===== config.mk =====
export PLATFORM = sky130hd
export DESIGN_NAME = target_generator
export DESIGN_NICKNAME = d
export VERILOG_FILES = /design/src/rtl/target_pkg.sv /design/src/rtl/target_generator_lfsr16.sv /design/src/rtl/target_generator.sv
export SDC_FILE = /design/constraint.sdc
export NUM_CORES = 1
export LEC_CHECK = 0
export ABC_CLOCK_PERIOD_IN_PS = 2500
export CORE_ASPECT_RATIO = 1.75
export CORE_MARGIN = 5
export CORE_UTILIZATION = 34
export DETAILED_ROUTE_END_ITERATION = 10
export PLACE_DENSITY = 0.52
export SLEW_MARGIN = 20
export SYNTH_ARGS = -nofsm -noshare
export SYNTH_HDL_FRONTEND = slang
export SYNTH_SLANG_ARGS = --single-unit
export TNS_END_PERCENT = 30

===== constraint.sdc =====
create_clock -name clk -period 2.5 [get_ports clk]
set_input_delay 0.5 -clock clk [delete_from_list [all_inputs] [get_ports clk]]
set_output_delay 0.5 -clock clk [all_outputs]
set_load 0.05 [all_outputs]

===== src/rtl/target_pkg.sv =====
// Shared types and constants for the target-number generator.
package target_pkg;

  typedef enum logic [1:0] {
    StIdle,
    StGen,
    StReady
  } state_e;

  typedef logic [3:0] bcd_t;

  localparam logic [15:0] LFSR_MASK  = 16'hB400;
  localparam bcd_t        DIGIT_MAX  = 4'd9;
  localparam int unsigned MAX_DIGITS = 3;

  // Galois right-shift step: the bit shifted out selects whether the taps are applied.
  function automatic logic [15:0] lfsr_step(input logic [15:0] s);
    logic [15:0] r;
    r = s >> 1;
    if (s[0]) r = r ^ LFSR_MASK;
    return r;
  endfunction

endpackage


===== src/rtl/target_generator_lfsr16.sv =====
// Free-running 16-bit Galois LFSR; a zero seed would lock up, so it is replaced by 16'h0001.
module lfsr16
  import target_pkg::*;
#(
  parameter logic [15:0] Seed = 16'hACE1
) (
  input  logic       clk_i,
  input  logic       rst_ni,
  output logic [3:0] nibble_o
);

  localparam logic [15:0] SeedEff = (Seed == 16'h0000) ? 16'h0001 : Seed;

  logic [15:0] lfsr_q;
  logic [15:0] lfsr_d;

  assign lfsr_d   = lfsr_step(lfsr_q);
  assign nibble_o = lfsr_q[3:0];

  always_ff @(posedge clk_i or negedge rst_ni) begin
    if (!rst_ni) begin
      lfsr_q <= SeedEff;
    end else begin
      lfsr_q <= lfsr_d;
    end
  end

endmodule


===== src/rtl/target_generator.sv =====
// BCD target generator: draws 1-3 digits from an LFSR by rejection sampling.
// Optional TARGET_UNIQUE_EN forbids repeated digits within one target.
module target_generator
  import target_pkg::*;
#(
  parameter logic [15:0] SEED        = 16'hACE1,
  parameter int unsigned RETRY_LIMIT = 8
) (
  input  logic       clk,
  input  logic       rst,
  input  logic       new_round,
  input  logic [1:0] max_digits,
  output logic [3:0] target_digit_1,
  output logic [3:0] target_digit_2,
  output logic [3:0] target_digit_3,
  output logic       target_valid,
  output logic       busy
);

  localparam int unsigned RetryW = ($clog2(RETRY_LIMIT + 1) > 0) ? $clog2(RETRY_LIMIT + 1) : 1;

  state_e            state_q;
  bcd_t              digit_q [MAX_DIGITS];
  logic [1:0]        idx_q;
  logic [1:0]        ndig_q;
  logic [RetryW-1:0] retry_q;
  logic              valid_q;
  logic              busy_q;

  bcd_t cand;
  bcd_t fallback;
  bcd_t value;
  logic lead_nz;
  logic forced;
  logic dup;
  logic accept;
  logic last;

  lfsr16 #(
    .Seed(SEED)
  ) u_lfsr (
    .clk_i   (clk),
    .rst_ni  (rst),
    .nibble_o(cand)
  );

  // A multi-digit target may not start with 0.
  assign lead_nz = (idx_q == 2'd0) && (ndig_q >= 2'd2);
  assign forced  = (retry_q >= RetryW'(RETRY_LIMIT));
  assign last    = (idx_q == (ndig_q - 2'd1));

`ifdef TARGET_UNIQUE_EN
  logic [15:0] used;
`endif

  always_comb begin
    dup      = 1'b0;
    fallback = (cand > DIGIT_MAX) ? (cand - 4'd10) : cand;
    if (lead_nz && (fallback == 4'd0)) fallback = 4'd1;
`ifdef TARGET_UNIQUE_EN
    used = '0;
    for (int k = 0; k < int'(MAX_DIGITS); k++) begin
      if (k < int'(idx_q)) used[digit_q[k]] = 1'b1;
    end
    dup      = used[cand];
    fallback = 4'd0;
    // Descending scan leaves the smallest eligible unused digit.
    for (int v = 9; v >= 0; v--) begin
      if (!used[v] && !(lead_nz && (v == 0))) fallback = 4'(v);
    end
`endif
    accept = 1'b0;
    value  = cand;
    if ((cand <= DIGIT_MAX) && !(lead_nz && (cand == 4'd0)) && !dup) begin
      accept = 1'b1;
    end else if (forced) begin
      accept = 1'b1;
      value  = fallback;
    end
  end

  always_ff @(posedge clk or negedge rst) begin
    if (!rst) begin
      state_q <= StIdle;
      digit_q <= '{default: '0};
      idx_q   <= 2'd0;
      ndig_q  <= 2'd1;
      retry_q <= '0;
      valid_q <= 1'b0;
      busy_q  <= 1'b0;
    end else if (new_round) begin
      // Any state restarts; a partial target in progress is discarded.
      state_q <= StGen;
      digit_q <= '{default: '0};
      idx_q   <= 2'd0;
      ndig_q  <= (max_digits == 2'd0) ? 2'd1 : max_digits;
      retry_q <= '0;
      valid_q <= 1'b0;
      busy_q  <= 1'b1;
    end else begin
      unique case (state_q)
        StGen: begin
          if (accept) begin
            for (int k = 0; k < int'(MAX_DIGITS); k++) begin
              if (k == int'(idx_q)) digit_q[k] <= value;
            end
            retry_q <= '0;
            if (last) begin
              state_q <= StReady;
              valid_q <= 1'b1;
              busy_q  <= 1'b0;
            end else begin
              idx_q <= idx_q + 2'd1;
            end
          end else begin
            retry_q <= retry_q + RetryW'(1);
          end
        end
        StIdle, StReady: ;
        default: state_q <= StIdle;
      endcase
    end
  end

  assign target_digit_1 = digit_q[0];
  assign target_digit_2 = digit_q[1];
  assign target_digit_3 = digit_q[2];
  assign target_valid   = valid_q;
  assign busy           = busy_q;

endmodule

Yosys cells after proc, flatten, opt, wreduce, memory -nomap -nowiden
Index checks and enable logic that the tools add are counted.
{"block": "totals", "wordCells": 85, "ff_bits": 40}
{"block": "op_classes", "bitwise": 1, "n_reduce_logical": 24, "eq_ne": 9, "n_lt_le_gt_ge": 4, "n_addsub": 4, "mux": 33}
{"operator": "2-to-1 mux 4 bit", "count": 10}
{"operator": "2-to-1 mux 12 bit", "count": 3}
{"operator": "AND reduction 3 bit", "count": 6}
{"operator": "2-to-1 mux 16 bit", "count": 1}
{"operator": "2-to-1 mux 2 bit", "count": 8}
{"operator": "nonzero test 2 bit", "count": 6}
{"operator": "2-to-1 mux 1 bit", "count": 10}
{"operator": "logical NOT 2 bit", "count": 4}
{"operator": "logical NOT 4 bit", "count": 2}
{"operator": "!= test 3 bit, second input constant", "count": 2}
{"operator": "adder 4 x 1 -> 4 bit, second input constant", "count": 1}
{"operator": "equality test 2 bit, first input constant", "count": 2}
{"operator": ">= comparator 4 bit, second input constant", "count": 1}
{"operator": "> comparator 4 bit, second input constant", "count": 1}
{"operator": "<= comparator 4 bit, second input constant", "count": 1}
{"operator": "logical AND 1 bit", "count": 4}
{"operator": "!= test 2 bit, second input constant", "count": 2}
{"operator": "NOT 3 -> 4 bit", "count": 1}
{"operator": "case mux 2 bit (2 select lines)", "count": 1}
{"operator": "subtractor 4 bit, second input constant", "count": 1}
{"operator": "adder 2 x 1 -> 2 bit, second input constant", "count": 1}
{"operator": "equality test 2 x 1 -> 1 bit, second input constant", "count": 1}
{"operator": "equality test 2 bit", "count": 1}
{"operator": "equality test 2 bit, second input constant", "count": 1}
{"operator": "other kinds (4)", "count": 4}

Logic depth before layout (Yosys ltp)
Gate-level depths: netlist (run 1).
{"block": "depth", "depth_word": 11, "depth_mapped": 6}

Cells and area by module
From an unflattened synthesis (run 1), not the netlist that was laid out.
{"block": "hier_totals", "hier_cells": 149, "hier_area_um2": 1783.0}
{"module": "target_generator", "n_inst": 1, "area_per_inst_um2": 1316.3, "cells_per_inst": 126}
{"module": "lfsr16", "n_inst": 1, "area_per_inst_um2": 466.7, "cells_per_inst": 23}

Worst setup path after synthesis (run 1)
OpenSTA, ideal clock, no wires.
{"block": "synth_path", "path_type": "register to register", "from": "register ndig_q[0]", "to": "register idx_q[0]", "synth_period_minus_slack_ns": 1.943, "setup_ns": 0.125, "slack_ns": 0.557, "t_arrival_ns": 1.818, "path_stages_with_launch": 7, "required_time_ns": 2.375, "path_cell_list": "dfstp_2 -> inv_1 -> ha_1 -> or2_1 -> a32o_4 -> a21oi_2 -> mux2_4"}
{"block": "synth_between", "elab_chain_cells": 8, "elab_cells_between_ends": 11}
{"element": "start, declared", "line": "target_generator.sv:25", "rtl": "logic [1:0] ndig_q;"}
{"element": "start signal, assigned", "line": "target_generator.sv:96", "rtl": "ndig_q <= (max_digits == 2'd0) ? 2'd1 : max_digits;"}
{"element": ">= comparator 2 bit", "line": "target_generator.sv:48", "rtl": "assign lead_nz = (idx_q == 2'd0) && (ndig_q >= 2'd2);"}
{"element": "logical AND 1 bit", "line": "target_generator.sv:48"}
{"element": "logical AND 1 bit", "line": "target_generator.sv:74", "rtl": "if ((cand <= DIGIT_MAX) && !(lead_nz && (cand == 4'd0)) && !dup) begin"}
{"element": "logical NOT 1 bit", "line": "target_generator.sv:74"}
{"element": "logical AND 1 bit", "line": "target_generator.sv:74"}
{"element": "2-to-1 mux 1 bit", "line": "target_generator.sv:74"}
{"element": "nonzero test 2 bit (no source line)"}
{"element": "AND reduction 3 bit (no source line) *"}
{"element": "end signal, assigned", "line": "target_generator.sv:113", "rtl": "idx_q <= idx_q + 2'd1;"}
{"element": "end, declared", "line": "target_generator.sv:24", "rtl": "logic [1:0] idx_q;"}
Every way passes the cells marked *; elsewhere a longest branch is shown, timed or not.
A chain may end at the register's enable or synchronous reset.

Final worst setup path (run 1)
Ends and elaborated chain as after synthesis.

==> results of run 1 <==
## cell families (layout without fill, tap and decap cells)
family	after synthesis	count (layout)	share of synthesized area, %
fa+ha+maj	7	7	4.69
buf+inv	17	39	4.95
compound gates	22	22	10.5
simple gates	44	44	15.0
xor+xnor	5	5	2.34
mux	15	15	8.37
flops	40	40	54.1
## final timing paths
check                      slack (ns)                    endpoint                  startpoint  depth (start not counted)
max                              0.48        idx_q[0]$_DFFE_PN0P_       ndig_q[0]$_DFFE_PN1P_                          6
min                              0.31        idx_q[0]$_DFFE_PN0P_                         rst                          1
max reg2reg                      0.48        idx_q[0]$_DFFE_PN0P_       ndig_q[0]$_DFFE_PN1P_                          6
min reg2reg                      0.35  u_lfsr.lfsr_q[3]$_DFF_PN0_  u_lfsr.lfsr_q[4]$_DFF_PN0_                          0
max in group asynchronous        1.63       ndig_q[1]$_DFFE_PN0P_                         rst                          1
min in group clk                 0.35  u_lfsr.lfsr_q[3]$_DFF_PN0_  u_lfsr.lfsr_q[4]$_DFF_PN0_                          0
## registers in the layout, indices dropped and copies added, names as in the netlist
name and flops:
busy 1, idx_q 2, ndig_q 2, retry_q 4
state_q 2, target_digit_1 4, target_digit_2 4, target_digit_3 4
target_valid 1, u_lfsr.lfsr_q 16
## power by group through the flow
| stage | sequential (uW) | clock [uW] | combinational (uW) |
|---|---|---|---|
| after floorplan | 783 | 0 | 386 |
| after global placement | 754 | 0 | 539 |
| after detailed placement | 758 | 0 | 545 |
| after CTS | 747 | 471 | 544 |
| after global routing | 755 | 502 | 581 |
| final | 744 | 449 | 531 |
## through the flow
| stage | total power, uW | cells |
|---|---|---|
| final | 1720 | 246 |
| after detailed placement | 1300 | 238 |
| after CTS | 1760 | 246 |
| after global placement | 1290 | 238 |
| after global routing | 1840 | 246 |
| after floorplan | 1170 | 150 |
## synthesized netlist by cell type (2+ instances only)
library cell,count
a21o_1,3
a21oi_1,2
a21oi_4,3
clkbuf_1,2
dfrtp_1,31
dfstp_2,9
ha_1,7
inv_1,11
mux2i_1,13
nand2_1,8
nand2b_1,14
nand3_1,2
nand3b_1,3
nor2_1,4
o21ai_0,3
o21ai_1,2
or2_1,2
or3_1,2
xor2_1,4
## routing by layer
layer / global-route usage (%) / vias to the layer above
met5: 0 / -
met4: 7.27 / 0
met3: 3.33 / 9
met2: 19.1 / 26
met1: 12.5 / 585
li1: - / 549
## layout make-up
cell class	instances	area share, %
flip-flops and latches	40	46.0
multi-input cells	93	34.8
repair buffers	20	8.65
well taps	74	4.21
clock buffers	6	3.76
inverters	11	1.88
clock inverters	2	0.683
## placed cells by master (no fill, tap or decap), types with 2 or more instances in the layout
master | synthesis | routed
a21o_1 | 3 | 3
a21oi_1 | 2 | 2
a21oi_4 | 3 | 3
buf_4 | 1 | 2
clkbuf_8 | 0 | 6
clkdlybuf4s50_1 | 0 | 17
clkinvlp_4 | 0 | 2
dfrtp_1 | 31 | 31
dfstp_2 | 9 | 9
ha_1 | 7 | 7
inv_1 | 11 | 11
mux2i_1 | 13 | 13
nand2_1 | 8 | 8
nand2b_1 | 14 | 14
nand3_1 | 2 | 2
nand3b_1 | 3 | 3
nor2_1 | 4 | 4
o21ai_0 | 3 | 3
o21ai_1 | 2 | 2
or2_1 | 2 | 2
or3_1 | 2 | 2
xor2_1 | 4 | 4
==> flow_metrics.tcl, run 1 <==
set metrics [dict create \
    wl_met1_um 1470 \
    place_hpwl_um 2570 \
    final_max_slew_viol_count 0 \
    slew-limit-headroom_pct 42.0 \
    tns_ns 0 \
    yosysWarnings 0 \
    min_path_type "in -> async" \
    p_sw_share_pct 33.6 \
    period_minus_slack_ns 2.02 \
    synth.distinct_cells 44 \
    numCtsBuffers 5 \
    place_congestion 0.743 \
    cp_top_family "compound AO/OA/AOI/OAI gates" \
    fin_ws_ns 0.479 \
    grt_antenna_before_repair 0 \
    synth_edf_count 0 \
    die_h_um 108 \
    grt_pass1_wl_um 6130 \
    wl_met3_um 130 \
    status "completed" \
    cp.arrival_ns 2.20 \
    avgSynthCellArea_um2 12.5 \
    globalRouteOverflowTotal 0 \
    synth.yosys.seq_area_share_pct 54.1 \
    route.met2.wl_um 1820 \
    clockPowerShare_pct 26.0 \
    worstMarginPinSlew_ns 0.869 \
    ir_drop_uv 374 \
    final_area_um2 2200 \
    numClockSinks 40 \
    rows 35 \
    holdWs_ns 0.308 \
    worstSetupStartpointType "flop" \
    initialDrtViolationCount 17 \
    maxUsedRoutingLayer "met4" \
    wl_per_cell_um 14.5 \
    multiInputGateArea_um2 764 \
    grt_max_degree 41 \
    drive_above_1_share_pct 18.0 \
    fmax_mhz 495 \
    cts-root-buf "clkbuf_8" \
    cp_num_buf_inv 1 \
    setup_viol 0 \
    clk_path_buf_depth 2 \
    drt_pass1_iterations 4 \
    io_buffers 18 \
    sequentialPowerShare_pct 43.2 \
    rsz0062_at_grt "no" \
    vias 1169 \
    p_sw_uw 580 \
    nets 183 \
    fin_skew_ns 0.00637 \
    start_util_pct 35.3 \
    comb_power_share_pct 30.8 \
    avgViaCountPerCell 4.75 \
    synth_ff_type "dfrtp_1" \
    wirelength_um 3560 \
    grt_usage_pct 11.5 \
    clk_pin_slew_worst_paths_ns 0.08 \
    nFillCells 526 \
    pre_cts_slack_ns 0.473 \
    dieArea_um2 7140 \
    synthCells 150 \
    cap_violations 0 \
    endpoint_kind "flop" \
    cp_slowest_cell "dfstp_2" \
    cts_tree "yes" \
    critPathKind "reg -> reg" \
    utilization_pct 41.5 \
    post-route-period-util_pct 80.8 \
    p_int_uw 1150 \
    synth_top_area_share_pct 41.5 \
    cts_hold_buf 0 \
    regArea_um2 1010 \
    yosys.area.top_type "dfrtp_1" \
    ys_async_sr_fraction_pct 100 \
    clk_latency_ns 0.29 \
    final_antenna_net_count 0 \
    htree_levels 2 \
    core_um2 5300 \
    syn-num-nets 162 \
    worstPathCellList "inv_1 -> ha_1 -> or2_1 -> a32o_4 -> a21oi_2 -> mux2_4" \
    grt_pass1_vias 1272 \
    netlist_area_um2 1870 \
    worst-path-max-fanout 8 \
    ys_ff_latch 40 \
    io_pins 19 \
    num_antenna_cells 0 \
    hold_viol_final 0 \
    cp_data_required_time_ns 2.68 \
    ys_top_cells_by_area "dfrtp_1, dfstp_2, mux2i_1" \
    syn_to_final_growth_pct 17.6 \
    powerDensity_nw_per_um2 785 \
    postCtsSetupBuffers 0 \
    die_x_um 66.1 \
    placed_cell_area_um2 2100 \
    ctsResizeCount 0 \
    drc 0 \
    power_leakage_uw 0.000915 \
    critical_path.max_stage_delay_ns 0.55 \
]
Note: power is estimated with default switching activity, not from simulation.
==> run 2: changes to the inputs <==
--- a/config.mk
+++ b/config.mk
@@ -5,7 +5,7 @@
 export SDC_FILE = /design/constraint.sdc
 export NUM_CORES = 1
 export LEC_CHECK = 0
-export ABC_CLOCK_PERIOD_IN_PS = 2500
+export ABC_CLOCK_PERIOD_IN_PS = 2000
 export CORE_ASPECT_RATIO = 1.75
 export CORE_MARGIN = 5
 export CORE_UTILIZATION = 34
==> constraint.sdc (replaced) <==
create_clock -name clk -period 2 [get_ports clk]
set_input_delay 0.4 -clock clk [delete_from_list [all_inputs] [get_ports clk]]
set_output_delay 0.4 -clock clk [all_outputs]
set_load 0.05 [all_outputs]
==> run 2 against run 1 <==
Net effect:
- flip-flop and latch count stayed put
- routed wire length is 1.2% higher
- total power is 29% higher
- cell count is 1.2% higher
==> flow_metrics.tcl, run 2 (synthesized netlist as in run 1, its figures left out) <==
set metrics [dict create \
    layout_commonest_cell "dfrtp_1" \
    reg2reg_slack_ns 0.05 \
    cts_hold_buf 0 \
    final_cell_mix "dfrtp_1, clkdlybuf4s50_1, nand2b_1" \
    slew-limit-headroom_pct 64.6 \
    initialDrtViolationCount 36 \
    regArea_um2 1010 \
    met2_usage_pct 19.7 \
    grt_antenna_before_repair 0 \
    grt_max_degree 41 \
    place_hpwl_um 2490 \
    wl_per_cell_um 14.4 \
    cp_data_required_time_ns 2.18 \
    clk_path_buf_depth 2 \
    final_antenna_net_count 0 \
    io_buffers 18 \
    critPathKind "reg -> reg" \
    fin_ws_ns 0.0471 \
    final_cells 249 \
    placed_cell_area_um2 2120 \
    min_path_type "in -> async" \
    final_max_slew_viol_count 0 \
    worstSetupStartpointType "flop" \
    avgViaCountPerCell 4.66 \
    rows 35 \
    placed_cells 239 \
    grt_pass1_vias 1314 \
    wirelength_um 3600 \
    core_um2 5300 \
    drt_pass1_iterations 4 \
    num_antenna_cells 0 \
    cts_tree "yes" \
    drive_above_1_share_pct 20.6 \
    post-route-period-util_pct 97.6 \
    p_total_uw 2220 \
    setup_viol 0 \
    critical_path.max_stage_delay_ns 0.54 \
    start_util_pct 35.3 \
    cp.arrival_ns 2.13 \
    vias 1161 \
    place_congestion 0.770 \
    dieArea_um2 7140 \
    timing.rr.end "idx_q[0]$_DFFE_PN0P_" \
    largest_reg_flops 16 \
    reg2reg_depth 6 \
    r2r_start "ndig_q[0]$_DFFE_PN1P_" \
    globalRouteOverflowTotal 0 \
    cp-endpoint "idx_q[0]$_DFFE_PN0P_" \
    critPathLaunch "ndig_q[0]$_DFFE_PN1P_" \
    period_minus_slack_ns 1.95 \
    grt_usage_pct 11.9 \
    worst-path-max-fanout 8 \
    powerDensity_nw_per_um2 989 \
    syn_to_final_growth_pct 20.0 \
    cts-root-buf "clkbuf_8" \
    clk_pin_slew_worst_paths_ns 0.08 \
    multiInputGateArea_um2 774 \
    largest-register "u_lfsr.lfsr_q" \
    io_pins 19 \
    grt_pass1_wl_um 6330 \
    drc 0 \
    die_h_um 108 \
    nets 186 \
    die_x_um 66.1 \
    final_area_um2 2240 \
    grt_use_met1_pct 13.6 \
    fmax_mhz 512 \
    holdWs_ns 0.150 \
    use_met3_pct 3.33 \
    hold_viol_final 0 \
    worstMarginPinSlew_ns 0.530 \
    cp_slowest_cell "dfstp_2" \
    numCtsBuffers 5 \
    power_leakage_uw 0.000933 \
    grt.busiest_layer "met2" \
    numClockSinks 40 \
    fin_skew_ns 0.0103 \
    cap_violations 0 \
    ir_drop_uv 476 \
    pre_cts_slack_ns -0.00258 \
    status "completed" \
    endpoint_kind "flop" \
    htree_levels 2 \
    rsz0062_at_grt "yes" \
    worstPathCellList "inv_2 -> ha_2 -> or2_1 -> a32o_4 -> a21oi_4 -> mux2_4" \
    clk_latency_ns 0.30 \
    nFillCells 515 \
]
run 2: changes by cell type in the layout (fill, tap and decap cells not counted):
cell     change
inv_1        -1
a21oi_4      +1
a21oi_2      -1
buf_4        +2
ha_2         +1
ha_1         -1
inv_2        +1
buf_12       +1
run 2: through the flow:
step,util (%),TNS (ns)
6_report,42.3,0
5_1_grt,42.3,-0.124
4_1_cts,42.0,0
3_5_place_dp,40.0,-0.00258
3_3_place_gp,40.0,0
2_1_floorplan,-,0
run 2: worst min path at each step:
| stage | startpoint | depth (start not counted) | end | slack [ns] |
|---|---|---|---|---|
| finish | rst | 2 | idx_q[0]$_DFFE_PN0P_ | 0.15 |
| floorplan | rst | 0 | busy$_DFFE_PN0P_ | 0.10 |
| CTS | rst | 2 | target_digit_2[2]$_DFFE_PN0P_ | 0.17 |
| global placement | u_lfsr.lfsr_q[12]$_DFF_PN0_ | 0 | u_lfsr.lfsr_q[11]$_DFF_PN1_ | 0.34 |
| detailed placement | u_lfsr.lfsr_q[8]$_DFF_PN0_ | 0 | u_lfsr.lfsr_q[7]$_DFF_PN1_ | 0.34 |
| global route | rst | 2 | idx_q[0]$_DFFE_PN0P_ | 0.20 |
run 2: final cells by class:
class                      count  area share, %
sequential                    40           45.1
multi-input combinational     93           34.5
timing repair buffer          23           10.0
tap                           74           4.13
clock buffer                   6           3.68
inverter                      11           1.84
clock inverter                 2          0.669
run 2: routing by layer:
layer	share of wire, %	vias to the layer above	wire length (um)
li1	-	552	-
met1	42	579	1500
met2	51	22	1850
met3	3.9	8	139
met4	3.1	0	113
met5	0	-	0
run 2: timing repair:
item,in CTS,in global routing
buffers inserted,0,2
resized for setup,1,2
pin swaps,1,5
endpoints found under the setup margin,2,13
run 2: power by group:
group	switching [uW]	internal [uW]	total, uW	leakage [uW]
Clock	287	279	566	0.0000434
Sequential	57.0	872	929	0.000513
Combinational	414	312	725	0.000377
run 2: worst max-delay path: cells and delay by family, from the launching register on:
family,cells,cell delay (ns)
compound gates,2,0.55
fa+ha+maj,1,0.16
buf+inv,1,0.04
flops,1,0.54
mux,1,0.31
simple gates,1,0.25
